[config.mk]
export PLATFORM = sky130hd
export DESIGN_NAME = flash_boot_loader
export DESIGN_NICKNAME = d
export VERILOG_FILES = /design/src/rtl/flash_boot_loader.sv
export SDC_FILE = /design/constraint.sdc
export NUM_CORES = 1
export LEC_CHECK = 0
export ABC_AREA = 1
export CAP_MARGIN = 20
export CORE_MARGIN = 2
export CORE_UTILIZATION = 60
export CTS_BUF_LIST = sky130_fd_sc_hd__clkbuf_2
export DETAILED_ROUTE_END_ITERATION = 10
export PLACE_DENSITY = 0.87
export REMOVE_ABC_BUFFERS = 1
export SLEW_MARGIN = 40
export SYNTH_ARGS = -nofsm -noshare
export SYNTH_HDL_FRONTEND = slang
export SYNTH_SLANG_ARGS = --single-unit
export TNS_END_PERCENT = 10
[constraint.sdc]
create_clock -name clk -period 2.8 [get_ports clk]
set_input_delay 0.56 -clock clk [delete_from_list [all_inputs] [get_ports clk]]
set_output_delay 0.56 -clock clk [all_outputs]
set_load 0.1 [all_outputs]
[src/rtl/flash_boot_loader.sv]
// flash_boot_loader: copies NUM_WORDS 32-bit words from SPI flash into imem
// over a Wishbone write port, holding the core in reset until the copy ends.
module flash_boot_loader #(
  parameter logic [23:0] FLASH_BASE = 24'h000000,
  parameter logic [31:0] IMEM_BASE  = 32'h0000_0000,
  parameter int unsigned NUM_WORDS  = 1024,
  parameter int unsigned CLK_DIV    = 2
) (
  input  logic        clk,
  input  logic        reset_n,
  output logic        o_flash_sclk,
  output logic        o_flash_cs_n,
  output logic        o_flash_mosi,
  input  logic        i_flash_miso,
  output logic        o_wb_cyc,
  output logic        o_wb_stb,
  output logic        o_wb_we,
  output logic [31:0] o_wb_adr,
  output logic [31:0] o_wb_dat,
  output logic [3:0]  o_wb_sel,
  input  logic        i_wb_ack,
  output logic        o_boot_done,
  output logic        o_core_reset_n
);

  typedef enum logic [2:0] {
    IDLE,
    CMD,
    DATA,
    WRITE,
    DONE
  } state_t;

  localparam logic [31:0] CMD_WORD   = {8'h03, FLASH_BASE};
  localparam logic [15:0] DIV_LAST   = 16'(CLK_DIV - 1);
  localparam logic [15:0] LAST_INDEX = 16'(NUM_WORDS - 1);

  state_t      state;
  state_t      state_next;
  logic [15:0] div_cnt;
  logic [4:0]  bit_cnt;
  logic [15:0] word_idx;
  logic [30:0] cmd_sr;
  logic [31:0] rx_sr;

  logic spi_active;
  logic div_wrap;
  logic sclk_rise;
  logic sclk_fall;
  logic bit_last;
  logic wb_ack;
  logic word_last;

  // SCLK only toggles while a command or data word is being shifted.
  assign spi_active = (state == CMD) || (state == DATA);
  assign div_wrap   = (div_cnt == DIV_LAST);
  assign sclk_rise  = spi_active && div_wrap && !o_flash_sclk;
  assign sclk_fall  = spi_active && div_wrap && o_flash_sclk;
  // A bit completes on the falling edge, so phase changes leave SCLK low.
  assign bit_last   = sclk_fall && (bit_cnt == 5'd31);
  // An ack with strobe low is not a handshake.
  assign wb_ack     = i_wb_ack && o_wb_stb;
  assign word_last  = (word_idx == LAST_INDEX);

  // State register.
  always_ff @(posedge clk or negedge reset_n) begin
    if (!reset_n) begin
      state <= IDLE;
    end else begin
      // NOTE: sequential state uses non-blocking (<=) so every register in
      // the design sees pre-edge values regardless of block ordering.
      state <= state_next;
    end
  end

  // Next-state decode: command, then alternating data/write per word.
  always_comb begin
    // NOTE: default assigned first so no path leaves state_next unassigned,
    // which would otherwise infer a latch.
    state_next = state;
    unique case (state)
      IDLE:  state_next = CMD;
      CMD:   if (bit_last) state_next = DATA;
      DATA:  if (bit_last) state_next = WRITE;
      WRITE: if (wb_ack) state_next = word_last ? DONE : DATA;
      DONE:  state_next = DONE;
      default: state_next = IDLE;
    endcase
  end

  // SCLK divider: CLK_DIV clk per phase; bit counter advances on falling edges.
  always_ff @(posedge clk or negedge reset_n) begin
    if (!reset_n) begin
      div_cnt      <= '0;
      o_flash_sclk <= 1'b0;
      bit_cnt      <= '0;
    end else if (!spi_active) begin
      div_cnt      <= '0;
      o_flash_sclk <= 1'b0;
    end else if (div_wrap) begin
      div_cnt      <= '0;
      o_flash_sclk <= ~o_flash_sclk;
      if (o_flash_sclk) bit_cnt <= bit_cnt + 5'd1;
    end else begin
      div_cnt <= div_cnt + 16'd1;
    end
  end

  // Datapath: command shift-out, word shift-in, Wishbone write and boot status.
  always_ff @(posedge clk or negedge reset_n) begin
    if (!reset_n) begin
      o_flash_cs_n   <= 1'b1;
      o_flash_mosi   <= 1'b0;
      cmd_sr         <= '0;
      rx_sr          <= '0;
      o_wb_cyc       <= 1'b0;
      o_wb_stb       <= 1'b0;
      o_wb_we        <= 1'b0;
      o_wb_adr       <= '0;
      o_wb_dat       <= '0;
      o_wb_sel       <= '0;
      word_idx       <= '0;
      o_boot_done    <= 1'b0;
      o_core_reset_n <= 1'b0;
    end else begin
      unique case (state)
        IDLE: begin
          // First command bit is presented together with the CS_N fall.
          o_flash_cs_n <= 1'b0;
          o_flash_mosi <= CMD_WORD[31];
          cmd_sr       <= CMD_WORD[30:0];
        end
        CMD: begin
          if (sclk_fall) begin
            o_flash_mosi <= bit_last ? 1'b0 : cmd_sr[30];
            cmd_sr       <= {cmd_sr[29:0], 1'b0};
          end
        end
        DATA: begin
          if (sclk_rise) rx_sr <= {rx_sr[30:0], i_flash_miso};
          if (bit_last) begin
            o_wb_cyc <= 1'b1;
            o_wb_stb <= 1'b1;
            o_wb_we  <= 1'b1;
            o_wb_sel <= 4'hF;
            o_wb_adr <= IMEM_BASE + {14'd0, word_idx, 2'b00};
            // First received byte is the least significant (little-endian).
            o_wb_dat <= {rx_sr[7:0], rx_sr[15:8], rx_sr[23:16], rx_sr[31:24]};
          end
        end
        WRITE: begin
          if (wb_ack) begin
            o_wb_cyc <= 1'b0;
            o_wb_stb <= 1'b0;
            o_wb_we  <= 1'b0;
            o_wb_sel <= 4'h0;
            word_idx <= word_idx + 16'd1;
            if (word_last) begin
              o_flash_cs_n <= 1'b1;
              o_boot_done  <= 1'b1;
            end
          end
        end
        DONE: begin
          o_flash_cs_n   <= 1'b1;
          o_core_reset_n <= 1'b1;
        end
        default: o_flash_cs_n <= 1'b1;
      endcase
    end
  end

endmodule
==> flow_metrics.py, run 1 <==
metrics = {
    "run_status": {
        "status": "finished, final reports clean",
    },
    "clock_network": {
        "htreeDepth": 4,
        "clk_pin_slew_ns": 0.19,
        "postCtsResizedCells": 0,
        "clk_latency_ns": 0.68,
        "clockBufferDepth": 2,
        "cts_root_buf": "clkbuf_2",
        "numCtsBuffers": 17,
        "cts_tree": "built",
        "postCtsSetupBuffers": 0,
        "cts_num_sinks": 133,
        "hold_buffers": 1,
    },
    "detailed_routing": {
        "drcViolationCount": 0,
        "drtIter0Drc": 246,
        "wl_um": 11070,
        "antenna_left": 0,
        "firstDrtPassIters": 5,
        "wl_per_cell_um": 12.27,
        "vias_per_cell": 4.979,
        "vias": 4491,
    },
    "floorplanning": {
        "io_pins": 80,
        "initial_core_util": 0.6097,
        "rows": 36,
        "die_x_um": 103.0,
        "dieArea_um2": 10600,
        "die_h_um": 103.0,
        "core_um2": 9639,
    },
    "setup_path": {
        "worstReg2RegEnd": "o_wb_dat[9]$_DFFE_PN0P_",
        "cpPeakStageDelay_ns": 0.53,
        "crit_fanout": 49,
        "cp_top_family": "simple AND/OR/NAND/NOR gates",
        "end_kind": "flop",
        "cp_data_arrival_time_ns": 2.98,
        "cp_data_required_time_ns": 3.37,
        "worst-setup-path-type": "reg2reg",
        "rr_startpoint": "state[0]$_DFFE_PN0P_",
        "ff2ff_setup_slack_ns": 0.39,
        "reg2reg_depth": 10,
        "startpoint_type": "flop",
        "path_cells": "nor2_2 > nand2_2 > nand2_2 > inv_2 > nor2_4 > nand3_2 > nor2_4 > clkinv_2 > nand2_1 > nand2_1",
        "slowest_stage": "clkinv_2",
        "worst-path-buf-inv": 2,
    },
    "yosys": {
        "synth.distinct_cells": 30,
        "ys_ff_latch": 133,
        "synth_commonest_cells": "259 x nand2_1, 132 x dfrtp_1, 76 x inv_1, 51 x nor2_1, 37 x o21ai_0",
        "seq_area_frac_synth": 0.5665,
        "synth_warnings": 0,
        "netlist.area_leader.share": 0.5621,
        "syn_area_um2": 5877,
        "synth_area_leaders": "dfrtp_1 56%, nand2_1 17%, inv_1 4.9%",
        "synthCells": 692,
        "yosysTopAreaCell": "dfrtp_1",
        "ys.flop_type": "dfrtp_1",
        "avgSynthCellArea_um2": 8.493,
        "synthArstFlopShare": 1.000,
        "synth_most_common_cell": "nand2_1",
        "synth_edf_count": 0,
    },
    "sta": {
        "slew_headroom": 0.5224,
        "final-hold-violation-count": 0,
        "finalSetupViolCount": 0,
        "rsz0062_at_grt": "false",
        "layout_setup_ws_ns": 0.3919,
        "worst_slew_pin_slew_ns": 0.7110,
        "fin_tns_setup_ns": 0,
        "slew_viol_final": 0,
        "post-route-min-period_ns": 2.408,
        "whs_ns": 0.3495,
        "fin_crit_sh": 0.8600,
        "skew_ns": 0.01821,
        "fmax_mhz": 415.3,
    },
    "placement": {
        "portBuffers": 63,
        "placed_cell_area_um2": 6372,
        "dp_cells": 869,
        "dp_hpwl_um": 7532,
        "gp_congestion": 0.9558,
        "place_worst_setup_slack_ns": 0.5056,
    },
    "cells_and_area": {
        "final_core_util": 0.6907,
        "diodes": 0,
        "final_cell_area_um2": 6658,
        "finalNonFillerCells": 902,
        "final_nets": 765,
        "drive_gt1_frac": 0.1430,
        "synthToLayoutAreaGrowth_pct": 13.29,
        "fillers": 765,
    },
    "global_routing": {
        "grt_pass1_wl_um": 18830,
        "grt_overflow": 0,
        "antenna_found_initial": 0,
        "grt_usage": 0.2299,
        "grt_pass1_vias": 4196,
        "grt_max_degree": 65,
    },
    "power": {
        "fin_total_pwr_mw": 3.348,
        "ir_worst_vdd_v": 0.0004882,
        "power-per-cell-area_nw_per_um2": 502.9,
        "power_leakage_nw": 3.614,
    },
    "flow_run": {
        "drv_cap": 0,
    },
    "worst_hold_path": {
        "min_path_type": "in2async",
    },
}
## per-layer routing
metal | vias up | track usage | wire length (um)
met5 | - | 0 | 0
met4 | 0 | 0.09615 | 195
met1 | 2136 | 0.3012 | 4849
met3 | 19 | 0.04881 | 548
met2 | 108 | 0.3756 | 5472
li1 | 2228 | - | -
## sequential cells by signal (all words and copies together), names as in the netlist
name / count
word_idx: 16
o_boot_done: 1
o_flash_sclk: 1
cmd_sr: 7
o_wb_sel: 1
o_wb_adr: 16
o_core_reset_n: 1
bit_cnt: 5
div_cnt: 16
state: 3
o_flash_mosi: 1
rx_sr: 32
o_flash_cs_n: 1
o_wb_dat: 32
## final cells by class
class	instances	area [um2]	area share
Sequential cell	133	3329	0.5001
Tap cell	133	166.4	0.02500
Inverter	78	294.0	0.04416
Clock inverter	14	183.9	0.02763
Clock buffer	18	90.09	0.01353
Timing Repair Buffer	69	538.0	0.08081
Multi-Input combinational cell	457	2056	0.3088
## worst max-delay path by stage
stage | startpoint | endpoint | cells after the start
6_report | state[0]$_DFFE_PN0P_ | o_wb_dat[9]$_DFFE_PN0P_ | 10
3_5_place_dp | i_wb_ack | word_idx[14]$_DFFE_PN0P_ | 8
5_1_grt | state[0]$_DFFE_PN0P_ | o_wb_dat[24]$_DFFE_PN0P_ | 10
3_3_place_gp | i_wb_ack | word_idx[14]$_DFFE_PN0P_ | 8
4_1_cts | o_wb_sel[2]$_DFFE_PN0P_ | o_wb_sel[3] | 1
2_1_floorplan | o_wb_sel[2]$_DFFE_PN0P_ | word_idx[14]$_DFFE_PN0P_ | 7
## cells in the final DEF (no fill, tap or decap), drive strengths merged, types with 6 or more instances in the layout
cell	instances
nand3	32
xor2	9
inv	78
nor3	13
buf	66
dfrtp	132
nand2	261
nand4	6
clkinv	7
conb	16
o21ai	37
clkbuf	18
nor2	55
xnor2	8
## worst register-to-register path: stages, from the launching register on
cell and delay (ns):
dfrtp_1 0.49, nor2_2 0.20, nand2_2 0.12, nand2_2 0.12, inv_2 0.13, nor2_4 0.16, nand3_2 0.11, nor2_4 0.11
clkinv_2 0.53, nand2_1 0.26, nand2_1 0.07
## power breakdown
group	total (mW)	switching, mW	internal [mW]	leakage, nW
logic	0.141	0.131	0.00933	1.64
clock network	1.28	0.701	0.584	0.158
registers	1.92	0	1.92	1.81
## logic make-up (layout without fill, tap and decap cells)
group | after synthesis | in the layout | synth area share
compound gates | 48 | 48 | 0.04386
xor+xnor | 17 | 17 | 0.02534
fa+ha+maj | 5 | 5 | 0.01065
buf+inv | 117 | 179 | 0.09325
flops | 133 | 133 | 0.5665
other cells | 1 | 16 | 0.0006381
simple gates | 371 | 371 | 0.2597
Note: power is estimated with default switching activity, not from simulation.
==> inputs of run 2 (changes only) <==
--- a/config.mk
+++ b/config.mk
@@ -7,11 +7,13 @@
 export LEC_CHECK = 0
 export ABC_AREA = 1
 export CAP_MARGIN = 20
+export CELL_PAD_IN_SITES_DETAIL_PLACEMENT = 0
+export CELL_PAD_IN_SITES_GLOBAL_PLACEMENT = 1
 export CORE_MARGIN = 2
-export CORE_UTILIZATION = 60
+export CORE_UTILIZATION = 46
 export CTS_BUF_LIST = sky130_fd_sc_hd__clkbuf_2
 export DETAILED_ROUTE_END_ITERATION = 10
-export PLACE_DENSITY = 0.87
+export PLACE_DENSITY_LB_ADDON = 0.1
 export REMOVE_ABC_BUFFERS = 1
 export SLEW_MARGIN = 40
 export SYNTH_ARGS = -nofsm -noshare
==> run 2 against run 1 <==
  * Worst hold slack gained 0.060 ns
  * Count of clock-buffer cells in the layout grew 2
  * Sequential cell count is the same
  * Utilization shrank 16 points
  * Maximum frequency grew 15%
  * Combinational power is essentially flat
  * Sequential share of layout area is essentially flat
  * Clock power shrank 16%
  * Highest routed layer unchanged
  * First-iteration DRC count grew 30%
  * Non-clock buffer count grew 2
==> flow_metrics.py, run 2 (synthesized netlist as in run 1, its figures left out) <==
metrics = {
    "sta": {
        "slew_viol_final": 0,
        "post-route-min-period_ns": 2.097,
        "worst_slew_pin_slew_ns": 0.6754,
        "fin_crit_sh": 0.7491,
        "layout_setup_ws_ns": 0.7026,
        "slew_headroom": 0.5463,
        "whs_ns": 0.4091,
        "final-hold-violation-count": 0,
        "finalSetupViolCount": 0,
        "fmax_mhz": 476.8,
        "skew_ns": 0.02975,
        "rsz0062_at_grt": "false",
    },
    "detailed_routing": {
        "wl_um": 11530,
        "vias": 4439,
        "wl_per_cell_um": 12.23,
        "drtIter0Drc": 321,
        "vias_per_cell": 4.707,
        "drcViolationCount": 0,
        "firstDrtPassIters": 5,
        "antenna_left": 0,
    },
    "floorplanning": {
        "core_um2": 12570,
        "initial_core_util": 0.4676,
        "io_pins": 80,
        "die_h_um": 117.0,
        "dieArea_um2": 13700,
        "rows": 41,
        "die_x_um": 117.0,
    },
    "worst_hold_path": {
        "min_path_type": "in2async",
    },
    "setup_path": {
        "slowest_stage": "dfrtp_1",
        "worst-path-buf-inv": 1,
        "crit_fanout": 9,
        "cp_num_cells": 1,
        "cpPeakStageDelay_ns": 0.52,
        "end_kind": "primary output",
        "cp_top_family": "flip-flops",
        "startpoint_type": "flop",
        "path_cells": "buf_4",
        "worst-setup-path-type": "reg2out",
        "cp_data_required_time_ns": 2.24,
        "reg2reg_depth": 10,
        "cp_data_arrival_time_ns": 1.54,
    },
    "clock_network": {
        "htreeDepth": 4,
        "postCtsResizedCells": 0,
        "numCtsBuffers": 17,
        "cts_tree": "built",
        "cts_num_sinks": 133,
        "clk_pin_slew_ns": 0.18,
        "clk_latency_ns": 0.68,
        "cts_root_buf": "clkbuf_2",
        "clockBufferDepth": 2,
    },
    "global_routing": {
        "grt_pass1_vias": 4216,
        "grt_usage": 0.1834,
        "grt_max_degree": 68,
        "grt_pass1_wl_um": 19490,
        "antenna_found_initial": 0,
        "grt_overflow": 0,
    },
    "power": {
        "ir_worst_vdd_v": 0.0002341,
        "p_sw_frac": 0.2551,
        "internal-power_mw": 2.333,
        "switchingPower_mw": 0.7991,
        "power_frac_seq": 0.614,
        "pwr-share-comb": 0.045,
        "pwr-share-clk": 0.341,
        "power-per-cell-area_nw_per_um2": 470.8,
        "power_leakage_nw": 3.594,
    },
    "cells_and_area": {
        "final_common_cell": "nand2_1",
        "final_nets": 767,
        "finalNonFillerCells": 943,
        "final_core_util": 0.5293,
        "final_cell_area_um2": 6653,
        "final_cell_mix": "259 x nand2_1, 132 x dfrtp_1, 76 x inv_1",
        "synthToLayoutAreaGrowth_pct": 13.20,
        "drive_gt1_frac": 0.1414,
        "diodes": 0,
        "reg.largest.list": "o_wb_dat x32, rx_sr x32",
    },
    "placement": {
        "portBuffers": 63,
        "dp_cells": 910,
        "gp_congestion": 0.8143,
        "dp_hpwl_um": 7762,
        "place_worst_setup_slack_ns": 0.5246,
        "placed_cell_area_um2": 6430,
    },
    "run_status": {
        "status": "finished, final reports clean",
    },
    "flow_run": {
        "drv_cap": 0,
    },
}
==> run 2: changes by cell type in the layout (fill, tap and decap cells not counted), sizes merged <==
cell    before  now
bufinv       4    2
clkbuf      18   20
buf         66   68
==> run 2: per-layer routing <==
layer	routed length, um	vias up	track usage
met5	0	-	0
met4	111	0	0.07137
met3	484	8	0.05510
met2	5548	85	0.2956
met1	5388	2123	0.2341
li1	-	2223	-
==> run 2: what timing repair did <==
action / 4_1_cts / 5_1_grt
endpoints found under the hold margin: 63 / 0
setup buffers: 0 / 0
hold buffers: 1 / 0
==> run 2: final timing paths <==
check / start / endpoint / slack, ns
max in group asynchronous: reset_n / o_flash_cs_n$_DFFE_PN1P_ / 1.63
worst min-delay path: reset_n / o_wb_dat[7]$_DFFE_PN0P_ / 0.41
worst max register to register: state[1]$_DFFE_PN0P_ / o_wb_dat[30]$_DFFE_PN0P_ / 0.74
worst min register to register: o_core_reset_n$_DFFE_PN0P_ / o_core_reset_n$_DFFE_PN0P_ / 0.49
worst max-delay path: o_wb_sel[2]$_DFFE_PN0P_ / o_wb_cyc / 0.70
min in group clk: i_flash_miso / rx_sr[0]$_DFFE_PN0P_ / 0.44
==> run 2: per-stage QoR <==
step / total power [mW] / TNS [ns]
5_1_grt: 3.274 / 0
3_3_place_gp: 2.099 / 0
6_report: 3.132 / 0
2_1_floorplan: 2.052 / -86.84
3_5_place_dp: 2.100 / 0
4_1_cts: 3.186 / 0
==> run 2: cell type report <==
class / count / area [um2]
multi-input combinational: 457 / 2056
fill: 1212 / 5916
clock inverter: 12 / 112.6
tap: 172 / 215.2
inverter: 78 / 295.3
clock buffer: 20 / 100.1
sequential: 133 / 3329
timing repair buffer: 71 / 544.3
==> run 2: power groups by stage <==
| stage | combinational (mW) | clock [mW] | sequential, mW |
|---|---|---|---|
| after floorplan | 0.0941 | 0 | 1.96 |
| after global placement | 0.142 | 0 | 1.96 |
| after detailed placement | 0.143 | 0 | 1.96 |
| after CTS | 0.144 | 1.12 | 1.92 |
| after global routing | 0.153 | 1.20 | 1.92 |
| final | 0.141 | 1.07 | 1.92 |
